<file path="src/rtl/regfile_writeback_queue.sv">
// regfile_writeback_queue: FIFO of pending register writes draining into the regfile write port,
// with youngest-match forwarding of queued values to both read ports.
module regfile_writeback_queue #(
  parameter int DEPTH      = 4,
  parameter int DATA_WIDTH = 32,
  parameter int ADDR_WIDTH = 5
) (
  input  logic                       Clk,
  input  logic                       ResetN,
  input  logic                       InValid,
  output logic                       InReady,
  input  logic [ADDR_WIDTH-1:0]      InRegister,
  input  logic [DATA_WIDTH-1:0]      InData,
  input  logic                       WbHold,
  output logic                       RegWrite,
  output logic [ADDR_WIDTH-1:0]      WriteRegister,
  output logic [DATA_WIDTH-1:0]      WriteData,
  input  logic [ADDR_WIDTH-1:0]      FwdRegister1,
  input  logic [ADDR_WIDTH-1:0]      FwdRegister2,
  output logic                       FwdHit1,
  output logic                       FwdHit2,
  output logic [DATA_WIDTH-1:0]      FwdData1,
  output logic [DATA_WIDTH-1:0]      FwdData2,
  output logic [$clog2(DEPTH):0]     Count,
  output logic                       Empty
);
  localparam int PW = $clog2(DEPTH);
  localparam int CW = PW + 1;
  logic [ADDR_WIDTH-1:0] reg_q [DEPTH];
  logic [ADDR_WIDTH-1:0] reg_d [DEPTH];
  logic [DATA_WIDTH-1:0] data_q [DEPTH];
  logic [DATA_WIDTH-1:0] data_d [DEPTH];
  logic [DEPTH-1:0]      valid_q, valid_d;
  logic [PW-1:0]         wr_ptr_q, wr_ptr_d, rd_ptr_q, rd_ptr_d, idx;
  logic [CW-1:0]         count_q, count_d;
  logic                  push, pop;
  assign Count = count_q;
  always_comb begin
    InReady       = count_q < CW'(DEPTH);
    Empty         = count_q == '0;
    RegWrite      = !Empty && !WbHold;
    WriteRegister = Empty ? '0 : reg_q[rd_ptr_q];
    WriteData     = Empty ? '0 : data_q[rd_ptr_q];
    push          = InValid && InReady && |InRegister;
    pop           = RegWrite;
    reg_d         = reg_q;
    data_d        = data_q;
    valid_d       = valid_q;
    if (pop) valid_d[rd_ptr_q] = 1'b0;
    if (push) begin
      reg_d[wr_ptr_q]   = InRegister;
      data_d[wr_ptr_q]  = InData;
      valid_d[wr_ptr_q] = 1'b1;
    end
    wr_ptr_d = wr_ptr_q + PW'(push);
    rd_ptr_d = rd_ptr_q + PW'(pop);
    count_d  = count_q + CW'(push) - CW'(pop);
    FwdHit1  = 1'b0;
    FwdHit2  = 1'b0;
    FwdData1 = '0;
    FwdData2 = '0;
    idx      = '0;
    // Scan oldest to youngest so later matches override earlier ones.
    for (int i = 0; i < DEPTH; i++) begin
      idx = rd_ptr_q + PW'(i);
      if (valid_q[idx] && |FwdRegister1 && reg_q[idx] == FwdRegister1) begin
        FwdHit1  = 1'b1;
        FwdData1 = data_q[idx];
      end
      if (valid_q[idx] && |FwdRegister2 && reg_q[idx] == FwdRegister2) begin
        FwdHit2  = 1'b1;
        FwdData2 = data_q[idx];
      end
    end
  end
  always_ff @(posedge Clk or negedge ResetN) begin
    if (!ResetN) begin
      reg_q    <= '{default: '0};
      data_q   <= '{default: '0};
      valid_q  <= '0;
      wr_ptr_q <= '0;
      rd_ptr_q <= '0;
      count_q  <= '0;
    end else begin
      reg_q    <= reg_d;
      data_q   <= data_d;
      valid_q  <= valid_d;
      wr_ptr_q <= wr_ptr_d;
      rd_ptr_q <= rd_ptr_d;
      count_q  <= count_d;
    end
  end
endmodule

</file>
<file path="config.mk">
export PLATFORM = sky130hd
export DESIGN_NAME = regfile_writeback_queue
export DESIGN_NICKNAME = d
export VERILOG_FILES = /design/src/rtl/regfile_writeback_queue.sv
export SDC_FILE = /design/constraint.sdc
export NUM_CORES = 1
export LEC_CHECK = 0
export BUFFER_PORTS_ARGS = -buffer_cell sky130_fd_sc_hd__buf_2
export CAP_MARGIN = 15
export CORE_UTILIZATION = 40
export DETAILED_ROUTE_END_ITERATION = 16
export HOLD_SLACK_MARGIN = 0.08
export PLACE_DENSITY = 0.66
export SETUP_SLACK_MARGIN = 0.5
export SKIP_LAST_GASP = 1
export SLEW_MARGIN = 20
export SYNTH_ARGS = -nofsm -noshare
export SYNTH_HDL_FRONTEND = slang
export SYNTH_SLANG_ARGS = --single-unit
</file>
<file path="constraint.sdc">
create_clock -name Clk -period 6.5 [get_ports Clk]
set_input_delay 0.65 -clock Clk [delete_from_list [all_inputs] [get_ports Clk]]
set_output_delay 0.65 -clock Clk [all_outputs]
set_load 0.01 [all_outputs]
</file>
==> impl_metrics.py, run 1 <==
metrics = {
    "logic_synthesis": {
        "netlist.area_leader.share_pct": 31.8,
        "share_of_the_synthesized_area_in_compound_gates_ao_oa_aoi_oai_pct": 5.33,
        "synth_common_cells": "sky130_fd_sc_hd__dfrtp_1 (159), sky130_fd_sc_hd__mux4_2 (152), sky130_fd_sc_hd__mux2_2 (148), sky130_fd_sc_hd__nand2_1 (76), sky130_fd_sc_hd__nand3_1 (62)",
        "synthesis.area_sq_mm": 0.0125,
        "yosysSeqAreaShare_pct": 31.8,
        "synth_cell_types": 36,
        "async_reset_ff_share_pct": 100,
        "synth_seq_cells": 159,
        "synth_adder_area_share_pct": 0.960,
        "synth_top_flop_cell": "sky130_fd_sc_hd__dfrtp_1",
        "yosysWarningCount": 0,
        "synth_enable_flop_cells": 0,
        "netlist_instances": 975,
        "dominant_combinational_cell_family_by_area_after_synthesis": "multiplexers",
        "synth_simple_gate_area_share_pct": 9.10,
        "synth-xor-area-share_pct": 3.08,
        "synth_fp_nets": 1035,
        "postSynthAreaPerCell_sq_um": 12.8,
        "post-synth-top-count-cell": "sky130_fd_sc_hd__dfrtp_1",
        "library_cell_occupying_the_most_area_in_the_post_synthesis_netlist": "sky130_fd_sc_hd__dfrtp_1",
        "synthMuxAreaShare_pct": 45.3,
        "ys_top_cells_by_area": "sky130_fd_sc_hd__dfrtp_1 (32%), sky130_fd_sc_hd__mux4_2 (27%), sky130_fd_sc_hd__mux2_2 (13%)",
    },
    "timing": {
        "grt_setup_unrepaired": "no",
        "setup_total_negative_slack_ns": 0,
        "hold_viol_final": 0,
        "finalCriticalPeriod_ns": 5.21,
        "slew_violations": 0,
        "headroom_to_the_max_slew_limit_pct": 29.3,
        "timing.final.crit_share_pct": 80.2,
        "final-setup-viol-count": 0,
        "timing_limited_maximum_frequency_mhz": 192,
        "fin_worst_skew_ns": 0.00680,
        "tightestPinTransition_ns": 1.06,
    },
    "setup_path": {
        "r2r_end": "Count[2]$_DFF_PN0_",
        "regToRegSetupSlack_ns": 4.24,
        "cp.required_ns": 5.85,
        "critical-path-max-stage-delay_ns": 0.76,
        "r2r_cells": 8,
        "worst_ep_arrival_time_ns": 4.56,
        "timing.critical_path.slowest_stage_cell": "sky130_fd_sc_hd__or2_2",
        "crit_path_cell_trace": "buf_12, buf_16, mux4_2, nand3_1, or2_2, o211ai_4, buf_4, o211ai_1, buf_2",
        "worst_setup_path_endpoint": "FwdData1[23]",
        "worstSetupEndpointType": "output pin",
        "launching_element_of_the_worst_setup_path": "rd_ptr_q[0]$_DFF_PN0_",
        "maximum_fanout_encountered_on_the_critical_timing_path": 109,
        "path_class": "flip-flop to output pin",
        "worstSetupStartpointType": "flip-flop",
        "crit-reg2reg-launch": "Count[2]$_DFF_PN0_",
    },
    "power_and_ir_drop": {
        "cell_internal_pwr_mw": 5.17,
        "switching_power_mw": 3.67,
        "leakagePower_nw": 5.54,
        "seq_power_share_pct": 23.7,
        "power.switching_fraction_pct": 41.5,
        "power.share.clock_pct": 11.5,
        "vdd_drop_max_mv": 0.297,
        "power.density_mw_per_mm2": 624,
        "part_of_the_power_in_combinational_logic_pct": 64.8,
    },
    "global_route": {
        "track_usage_pct": 22.4,
        "globalRouteOverflowTotal": 0,
        "antenna_found_initial": 0,
        "grt_max_degree": 156,
        "first_pass_grt_wire_length_um": 53900,
        "first_global_vias": 9282,
    },
    "placed_design": {
        "dpl_cell_area_sq_mm": 0.0135,
        "portBuffers": 159,
        "dp_hpwl_um": 21900,
        "final_weighted_congestion_in_routability_driven_placement": 0.881,
    },
    "clock_network": {
        "cts_made_buffers": 17,
        "clk_tree_root_cell": "sky130_fd_sc_hd__clkbuf_16",
        "number_of_buffers_between_clock_root_and_the_deepest_sink": 2,
        "tritoncts": "done",
        "cts.repair_timing.setup_buffer_count": 0,
        "tritoncts_num_sinks": 159,
        "post_cts.resized_instances": 0,
        "cts_max_level": 4,
        "worstSkewPairLatency_ns": 0.42,
        "cts.clk_slew.worst_paths_ns": 0.06,
        "ctsHoldBuffers": 0,
    },
    "routing": {
        "wl_per_cell_um": 23.5,
        "drtIter0Drc": 810,
        "detail_route.drc_violations": 0,
        "ant_nets": 0,
        "detail_route.wirelength_um": 34800,
        "firstDrtPassIters": 5,
        "routed_via_density": 6.31,
        "route.vias.total": 9352,
    },
    "cells_and_area": {
        "nNetsFinal": 1132,
        "insertedDiodeCount": 0,
        "final_area_sq_mm": 0.0142,
        "area.growth.synth_to_final_pct": 13.1,
        "drive_above_1_share_pct": 50.2,
        "fillers": 2759,
    },
    "die": {
        "initial_utilization_pct": 40.8,
        "die_h_um": 179,
        "die_width_um": 179,
        "fp.coreArea_sq_mm": 0.0307,
        "die-area_sq_mm": 0.0320,
        "num_io_pins": 160,
        "fp-row-count": 64,
    },
    "hold_path": {
        "holdCritPathClass": "primary input to async pin",
    },
    "job": {
        "maximum_capacitance_violations": 0,
    },
    "status": {
        "status": "finished clean",
    },
}
cell type report:
class                   instances  area (sq um)  share of cell area, %
inverters                       7          26.3                  0.186
clock buffers                  21           450                   3.18
repair buffers                176          1020                   7.19
clock inverters                11           140                  0.990
flip-flops and latches        159          3990                   28.1
well taps                     396           495                   3.50
multi-input cells             711          8040                   56.8
metal layers:
metal  wire length, um  up-vias  GRT usage (%)
met5                 0        -              0
met4              1050        0           9.39
met3              2400       69           3.29
met2             17100      436           36.1
met1             14300     4843           30.1
li1                  -     4004              -
through the flow:
step | setup WS, ns | utilization (%) | power [mW] | instances | hold slack [ns]
6_report | 1.29 | 46.2 | 8.83 | 1481 | 0.289
5_1_grt | 0.998 | 46.2 | 9.43 | 1481 | 0.350
4_1_cts | 0.978 | 45.8 | 8.81 | 1477 | 0.331
3_5_place_dp | 1.44 | 43.9 | 7.76 | 1445 | 0.535
3_3_place_gp | 1.56 | 43.9 | 7.63 | 1445 | 0.532
2_1_floorplan | 2.01 | - | 6.44 | 975 | 0.354
power groups by stage:
stage / Combinational [mW] / Sequential [mW] / Clock [mW]
2_1_floorplan: 4.54 / 1.89 / 0
3_3_place_gp: 5.59 / 2.04 / 0
3_5_place_dp: 5.67 / 2.09 / 0
4_1_cts: 5.69 / 2.08 / 1.04
5_1_grt: 6.17 / 2.18 / 1.08
6_report: 5.72 / 2.10 / 1.01
worst max-delay path: cells and delay by family, from the launching register on:
| kind | cells | cell delay (ns) |
|---|---|---|
| AO/OA/AOI/OAI | 2 | 0.76 |
| multiplexers | 1 | 0.60 |
| flip-flops | 1 | 0.42 |
| AND/OR/NAND/NOR | 2 | 0.90 |
| buffers and inverters | 4 | 1.41 |
cell families after synthesis:
group | after synthesis
flip-flops | 159
multiplexers | 358
buffers and inverters | 105
XOR/XNOR | 44
AO/OA/AOI/OAI | 74
adder cells (fa/ha/maj) | 9
AND/OR/NAND/NOR | 226
state kept, by name (all words and copies together), names as in the netlist:
signal,flops
Count,3
data_q,128
rd_ptr_q,2
reg_q,20
valid_q,4
wr_ptr_q,2
cell usage in the layout, fill, tap and decap left out, drive strengths merged, types with 8 or more instances in the layout:
| cell | synthesis | final |
|---|---|---|
| a211oi | 12 | 12 |
| buf | 61 | 176 |
| clkbuf | 37 | 21 |
| dfrtp | 159 | 159 |
| ha | 8 | 8 |
| mux2 | 148 | 148 |
| mux2i | 58 | 58 |
| mux4 | 152 | 152 |
| nand2 | 76 | 76 |
| nand3 | 62 | 62 |
| nor2 | 16 | 16 |
| nor2b | 38 | 38 |
| nor3 | 10 | 10 |
| o211ai | 57 | 57 |
| xnor2 | 34 | 34 |
| xor2 | 10 | 10 |
worst min path at each step:
stage,start,to,slack [ns],cells after the start
global route,ResetN,wr_ptr_q[1]$_DFF_PN0_,0.35,1
global placement,valid_q[3]$_DFF_PN0_,valid_q[3]$_DFF_PN0_,0.53,2
floorplan,ResetN,Count[0]$_DFF_PN0_,0.35,0
detailed placement,valid_q[2]$_DFF_PN0_,valid_q[2]$_DFF_PN0_,0.53,2
finish,ResetN,wr_ptr_q[1]$_DFF_PN0_,0.29,1
CTS,ResetN,wr_ptr_q[1]$_DFF_PN0_,0.33,1
(Power assumes the default switching activity.)
==> run 2, diff against run 1 <==
- ABC_AREA: not set -> 1
- PLACE_DENSITY: 0.66 -> 0.68
- clock period: 6.5 -> 4.22 ns (I/O delays scaled with it)
==> impl_metrics.py, run 2 <==
metrics = {
    "status": {
        "status": "finished clean",
    },
    "global_route": {
        "track_usage_pct": 26.0,
        "first_pass_grt_wire_length_um": 68400,
        "grt_max_degree": 97,
        "globalRouteOverflowTotal": 0,
        "antenna_found_initial": 0,
        "first_global_vias": 13200,
    },
    "cells_and_area": {
        "insertedDiodeCount": 0,
        "regMostFlops": "data_q",
        "instances_no_fill": 2498,
        "largest_register_ff_count": 128,
        "fillers": 3180,
        "most-common-layout-cells": "sky130_fd_sc_hd__nand2_1 (627), sky130_fd_sc_hd__o21ai_0 (282), sky130_fd_sc_hd__nor2_1 (209)",
        "drive_above_1_share_pct": 12.3,
        "biggestRegsByFlops": "data_q x128, reg_q x20, valid_q x4",
        "nNetsFinal": 2143,
        "area.growth.synth_to_final_pct": 15.0,
        "layout.cells.most_common": "sky130_fd_sc_hd__nand2_1",
    },
    "power_and_ir_drop": {
        "vdd_drop_max_mv": 0.898,
        "power.switching_fraction_pct": 55.6,
        "part_of_the_power_in_combinational_logic_pct": 68.1,
        "power.density_mw_per_mm2": 952,
        "cell_internal_pwr_mw": 6.21,
        "leakagePower_nw": 8.15,
        "switching_power_mw": 7.77,
        "seq_power_share_pct": 19.7,
        "power.share.clock_pct": 12.2,
    },
    "routing": {
        "detail_route.drc_violations": 0,
        "route.vias.total": 13900,
        "firstDrtPassIters": 6,
        "detail_route.wirelength_um": 42900,
        "wl_per_cell_um": 17.2,
        "ant_nets": 0,
        "drtIter0Drc": 1374,
        "routed_via_density": 5.55,
    },
    "logic_synthesis": {
        "synthesis.area_sq_mm": 0.0128,
        "yosysWarningCount": 0,
        "async_reset_ff_share_pct": 100,
        "netlist_instances": 2007,
        "post-synth-top-count-cell": "sky130_fd_sc_hd__nand2_1",
        "synth_enable_flop_cells": 0,
        "synth_common_cells": "sky130_fd_sc_hd__nand2_1 (627), sky130_fd_sc_hd__o21ai_0 (282), sky130_fd_sc_hd__nor2_1 (211), sky130_fd_sc_hd__nand3_1 (192), sky130_fd_sc_hd__dfrtp_1 (159)",
        "synth_cell_types": 27,
        "postSynthAreaPerCell_sq_um": 6.37,
        "synth_top_flop_cell": "sky130_fd_sc_hd__dfrtp_1",
        "synth_fp_nets": 2067,
        "netlist.area_leader.share_pct": 31.1,
        "library_cell_occupying_the_most_area_in_the_post_synthesis_netlist": "sky130_fd_sc_hd__dfrtp_1",
        "yosysSeqAreaShare_pct": 31.1,
        "ys_top_cells_by_area": "sky130_fd_sc_hd__dfrtp_1 (31%), sky130_fd_sc_hd__nand2_1 (18%), sky130_fd_sc_hd__o21ai_0 (11%)",
        "synth_seq_cells": 159,
    },
    "timing": {
        "grt_setup_unrepaired": "no",
        "slew_violations": 0,
        "finalCriticalPeriod_ns": 3.56,
        "tightestPinTransition_ns": 0.694,
        "fin_worst_skew_ns": 0.0117,
        "final-setup-viol-count": 0,
        "headroom_to_the_max_slew_limit_pct": 53.7,
        "timing_limited_maximum_frequency_mhz": 281,
        "timing.final.crit_share_pct": 84.3,
        "setup_total_negative_slack_ns": 0,
        "hold_viol_final": 0,
    },
    "placed_design": {
        "dp_hpwl_um": 27400,
        "final_weighted_congestion_in_routability_driven_placement": 0.950,
        "portBuffers": 159,
        "dp_cells": 2457,
    },
    "hold_path": {
        "worstHoldEndpoint": "data_q[67]$_DFFE_PN0P_",
        "hold_path_depth": 3,
        "holdCritPathClass": "primary input to flip-flop",
        "hp-start": "InData[3]",
    },
    "die": {
        "die_width_um": 181,
        "die-area_sq_mm": 0.0327,
        "die_h_um": 181,
        "fp-row-count": 65,
        "num_io_pins": 160,
        "initial_utilization_pct": 40.6,
        "fp.coreArea_sq_mm": 0.0315,
    },
    "setup_path": {
        "worst_ep_arrival_time_ns": 3.13,
        "r2r_end": "data_q[102]$_DFFE_PN0P_",
        "cp.required_ns": 3.80,
        "path_class": "flip-flop to output pin",
        "r2r_cells": 7,
        "crit-reg2reg-launch": "Count[2]$_DFF_PN0_",
        "regToRegSetupSlack_ns": 2.00,
        "worstSetupStartpointType": "flip-flop",
        "maximum_fanout_encountered_on_the_critical_timing_path": 31,
        "worstSetupEndpointType": "output pin",
    },
    "clock_network": {
        "worstSkewPairLatency_ns": 0.44,
        "tritoncts_num_sinks": 159,
        "number_of_buffers_between_clock_root_and_the_deepest_sink": 2,
        "cts_max_level": 4,
        "cts.clk_slew.worst_paths_ns": 0.07,
        "clk_tree_root_cell": "sky130_fd_sc_hd__clkbuf_16",
        "tritoncts": "done",
        "cts_made_buffers": 17,
    },
    "job": {
        "maximum_capacitance_violations": 0,
    },
}
==> run 2: cell types whose count changed after synthesis, sizes merged, moves of 33 or more <==
cell	before	now
xnor2	34	1
mux4	152	0
clkbuf	37	71
nor2	16	220
inv	7	158
mux2	148	0
nand3	62	196
mux2i	58	124
o21ai	1	286
nand4	6	62
nor2b	38	0
o211ai	57	4
nand2	76	627
==> run 2: critical path, cell delays in order (launching register included) <==
cell                      delay [ns]
sky130_fd_sc_hd__dfrtp_4        0.49
sky130_fd_sc_hd__inv_2          0.08
sky130_fd_sc_hd__ha_4           0.37
sky130_fd_sc_hd__buf_12         0.20
sky130_fd_sc_hd__nand3_1        0.17
sky130_fd_sc_hd__nand3_1        0.15
sky130_fd_sc_hd__nand2_1        0.10
sky130_fd_sc_hd__nor2_4         0.14
sky130_fd_sc_hd__buf_4          0.36
sky130_fd_sc_hd__nand4_1        0.15
sky130_fd_sc_hd__nand3_1        0.11
sky130_fd_sc_hd__nand2_1        0.06
sky130_fd_sc_hd__nand2_1        0.12
sky130_fd_sc_hd__buf_2          0.15
==> run 2: stage by stage <==
stage | instance area (sq um) | power (mW) | setup slack (ns) | utilization (%) | hold WS, ns
global route | 14700 | 15.2 | 0.508 | 46.7 | 0.296
detailed placement | 13800 | 11.7 | 0.589 | 43.9 | 0.470
CTS | 14500 | 13.6 | 0.517 | 46.2 | 0.279
floorplan | 12800 | 8.97 | 1.16 | - | 0.126
global placement | 13800 | 11.5 | 0.651 | 43.9 | 0.457
finish | 14700 | 14.0 | 0.664 | 46.7 | 0.285
==> run 2: how the worst max path moves through the flow <==
stage / startpoint / endpoint / slack, ns
final: rd_ptr_q[0]$_DFF_PN0_ / FwdData1[1] / 0.66
after global routing: rd_ptr_q[0]$_DFF_PN0_ / FwdData1[1] / 0.51
after CTS: rd_ptr_q[0]$_DFF_PN0_ / FwdData2[27] / 0.52
after detailed placement: rd_ptr_q[0]$_DFF_PN0_ / FwdData2[31] / 0.59
after global placement: rd_ptr_q[0]$_DFF_PN0_ / FwdData2[31] / 0.65
after floorplan: rd_ptr_q[1]$_DFF_PN0_ / FwdData1[27] / 1.16
==> run 2: repair_timing <==
action	in CTS	in global routing
gates cloned	1	4
endpoints found under the hold margin	68	0
pin swaps	2	0
buffers inserted	3	0
hold buffers	1	0
endpoints found under the setup margin	66	65
resized for setup	7	11
==> run 2: cells by family after synthesis <==
group,synth area share [%]
AOI/OAI and AO/OA,11.7
xor gates and xnor gates,0.891
adders and majority gates,0.940
buffers and inverters,9.46
DFF,31.1
muxes,9.72
and+or+nand+nor,36.2
==> run 2: power groups by stage <==
stage,sequential (mW),clock [mW],combinational [mW]
after global routing,2.85,1.79,10.6
after CTS,2.75,1.72,9.10
after floorplan,2.63,0,6.34
final,2.76,1.70,9.52
after detailed placement,2.76,0,8.90
after global placement,2.73,0,8.74
==> run 2: layout make-up <==
cell class                      instances  area [sq um]  area share (%)
Sequential cell                       159          3980            27.1
Tap cell                              402           503            3.42
Inverter                              158           602            4.10
Clock inverter                         13           178            1.21
Multi-Input combinational cell       1549          7670            52.2
Timing Repair Buffer                  198          1310            8.88
Clock buffer                           19           453            3.08
==> run 2: layer usage <==
metal	part of all wire [%]	global-route usage (%)	vias to the layer above
met4	3.4	11.4	0
li1	-	-	6707
met3	6.9	3.59	91
met1	44	34.4	6453
met5	0	0	-
met2	46	42.2	618
==> run 3, diff against run 2 <==
- PLACE_DENSITY: 0.68 -> 0.66
- clock period: 4.22 -> 3.7 ns (I/O delays scaled with it)
==> impl_metrics.py, run 3 (synthesized netlist as in run 2, its figures left out) <==
metrics = {
    "setup_path": {
        "worstSetupStartpointType": "flip-flop",
        "cp.required_ns": 3.33,
        "worstSetupEndpointType": "output pin",
        "regToRegSetupSlack_ns": 1.44,
        "path_class": "flip-flop to output pin",
        "maximum_fanout_encountered_on_the_critical_timing_path": 7,
        "worst_ep_arrival_time_ns": 2.95,
    },
    "cells_and_area": {
        "layout.cells.most_common": "sky130_fd_sc_hd__nand2_1",
        "most-common-layout-cells": "sky130_fd_sc_hd__nand2_1 (595), sky130_fd_sc_hd__o21ai_0 (281), sky130_fd_sc_hd__nor2_1 (200)",
        "largest_register_ff_count": 128,
        "biggestRegsByFlops": "data_q x128, reg_q x20, valid_q x4",
        "instances_no_fill": 2548,
        "area.growth.synth_to_final_pct": 24.9,
        "regMostFlops": "data_q",
        "drive_above_1_share_pct": 17.3,
        "nNetsFinal": 2193,
        "final_area_sq_mm": 0.0160,
        "fillers": 3104,
        "insertedDiodeCount": 0,
    },
    "global_route": {
        "antenna_found_initial": 0,
        "track_usage_pct": 27.6,
        "first_global_vias": 13200,
        "grt_max_degree": 102,
        "first_pass_grt_wire_length_um": 71300,
        "globalRouteOverflowTotal": 0,
    },
    "power_and_ir_drop": {
        "vdd_drop_max_mv": 0.547,
        "power.density_mw_per_mm2": 1120,
        "leakagePower_nw": 8.67,
    },
    "die": {
        "die_h_um": 181,
        "fp-row-count": 65,
        "initial_utilization_pct": 40.6,
        "die-area_sq_mm": 0.0327,
        "fp.coreArea_sq_mm": 0.0315,
        "die_width_um": 181,
        "num_io_pins": 160,
    },
    "placed_design": {
        "dp_cells": 2474,
        "final_weighted_congestion_in_routability_driven_placement": 1.01,
        "dpl_cell_area_sq_mm": 0.0140,
        "portBuffers": 159,
        "dp_hpwl_um": 28300,
    },
    "timing": {
        "finalCriticalPeriod_ns": 3.32,
        "final-setup-viol-count": 0,
        "slew_violations": 0,
        "headroom_to_the_max_slew_limit_pct": 34.8,
        "timing_limited_maximum_frequency_mhz": 301,
        "setup_total_negative_slack_ns": 0,
        "tightestPinTransition_ns": 0.979,
        "hold_viol_final": 0,
        "grt_setup_unrepaired": "yes",
        "timing.final.crit_share_pct": 89.7,
        "fin_worst_skew_ns": 0.00943,
    },
    "routing": {
        "detail_route.wirelength_um": 49400,
        "detail_route.drc_violations": 0,
        "route.vias.total": 14400,
        "wl_per_cell_um": 19.4,
        "drtIter0Drc": 1555,
        "routed_via_density": 5.67,
        "firstDrtPassIters": 7,
        "ant_nets": 0,
    },
    "clock_network": {
        "number_of_buffers_between_clock_root_and_the_deepest_sink": 2,
        "cts_max_level": 4,
        "clk_tree_root_cell": "sky130_fd_sc_hd__clkbuf_16",
        "worstSkewPairLatency_ns": 0.45,
        "cts_made_buffers": 17,
        "tritoncts_num_sinks": 159,
        "cts.clk_slew.worst_paths_ns": 0.08,
        "tritoncts": "done",
    },
    "hold_path": {
        "holdCritPathClass": "primary input to flip-flop",
    },
    "status": {
        "status": "finished clean",
    },
    "job": {
        "maximum_capacitance_violations": 0,
    },
}
==> run 3: cell types whose count changed in the layout (fill, tap and decap cells not counted), moves of 12 or more <==
cell and delta:
sky130_fd_sc_hd__buf_12 +15, sky130_fd_sc_hd__nand3_1 -21, sky130_fd_sc_hd__buf_6 +14, sky130_fd_sc_hd__nand3_2 +12, sky130_fd_sc_hd__nand2_1 -32, sky130_fd_sc_hd__nand2_2 +25
==> run 3: stage by stage <==
stage / hold WS (ns) / power [mW] / setup slack [ns] / utilization [%]
floorplan: 0.0744 / 10.2 / 0.695 / -
finish: 0.229 / 17.9 / 0.380 / 50.7
CTS: 0.228 / 16.0 / 0.487 / 47.2
global route: 0.233 / 19.2 / 0.320 / 50.7
detailed placement: 0.489 / 13.6 / 0.490 / 44.3
global placement: 0.484 / 13.4 / 0.477 / 44.3
==> run 3: timing repair <==
| item | in CTS | in global routing |
|---|---|---|
| setup buffers | 3 | 14 |
| gates cloned | 5 | 19 |
| endpoints found under the hold margin | 1 | 0 |
| endpoints found under the setup margin | 76 | 66 |
| hold buffers | 1 | 0 |
| gates resized for setup | 28 | 131 |
| pin swaps | 2 | 25 |
==> run 3: worst max-delay path, stage by stage, from the launching register on <==
cell and delay [ns]:
sky130_fd_sc_hd__dfrtp_1 0.41, sky130_fd_sc_hd__inv_4 0.06, sky130_fd_sc_hd__ha_4 0.40, sky130_fd_sc_hd__clkinv_8 0.14, sky130_fd_sc_hd__buf_12 0.16, sky130_fd_sc_hd__nand3_4 0.07, sky130_fd_sc_hd__nand2_4 0.07, sky130_fd_sc_hd__nor2_4 0.12
sky130_fd_sc_hd__o2111ai_4 0.15, sky130_fd_sc_hd__nor2_4 0.16, sky130_fd_sc_hd__buf_12 0.15, sky130_fd_sc_hd__buf_12 0.13, sky130_fd_sc_hd__clkbuf_16 0.17, sky130_fd_sc_hd__nand2_1 0.05, sky130_fd_sc_hd__nand2_1 0.10, sky130_fd_sc_hd__buf_2 0.14
==> run 3: final cells by class <==
type	count	area (sq um)	area share, %
Timing Repair inverter	2	17.5	0.110
Inverter	158	611	3.83
Timing Repair Buffer	246	2210	13.8
Clock buffer	18	429	2.69
Sequential cell	159	3980	25.0
Tap cell	402	503	3.15
Clock inverter	14	163	1.02
Multi-Input combinational cell	1549	8040	50.4
==> run 3: final timing paths <==
path	startpoint	end	cells past startpoint
max in group asynchronous	ResetN	valid_q[0]$_DFF_PN0_	3
setup / recovery	rd_ptr_q[1]$_DFF_PN0_	FwdData1[4]	15
hold reg to reg	valid_q[0]$_DFF_PN0_	valid_q[0]$_DFF_PN0_	2
setup reg to reg	Count[2]$_DFF_PN0_	data_q[110]$_DFFE_PN0P_	7
min in group asynchronous	ResetN	data_q[65]$_DFFE_PN0P_	2
hold / removal	InData[19]	data_q[83]$_DFFE_PN0P_	3
==> run 3: metal layers <==
layer | GRT usage [%] | routed length [um] | up-vias
met3 | 3.85 | 5000 | 167
met2 | 45.3 | 21900 | 809
met5 | 0 | 0 | -
met4 | 10.7 | 2150 | 0
li1 | - | - | 6806
met1 | 36.6 | 20300 | 6659
==> run 3: where the power goes <==
part | switching, mW | internal, mW
logic | 8.38 | 4.53
clock network | 0.881 | 0.969
registers | 0.629 | 2.52
total | 9.89 | 8.02
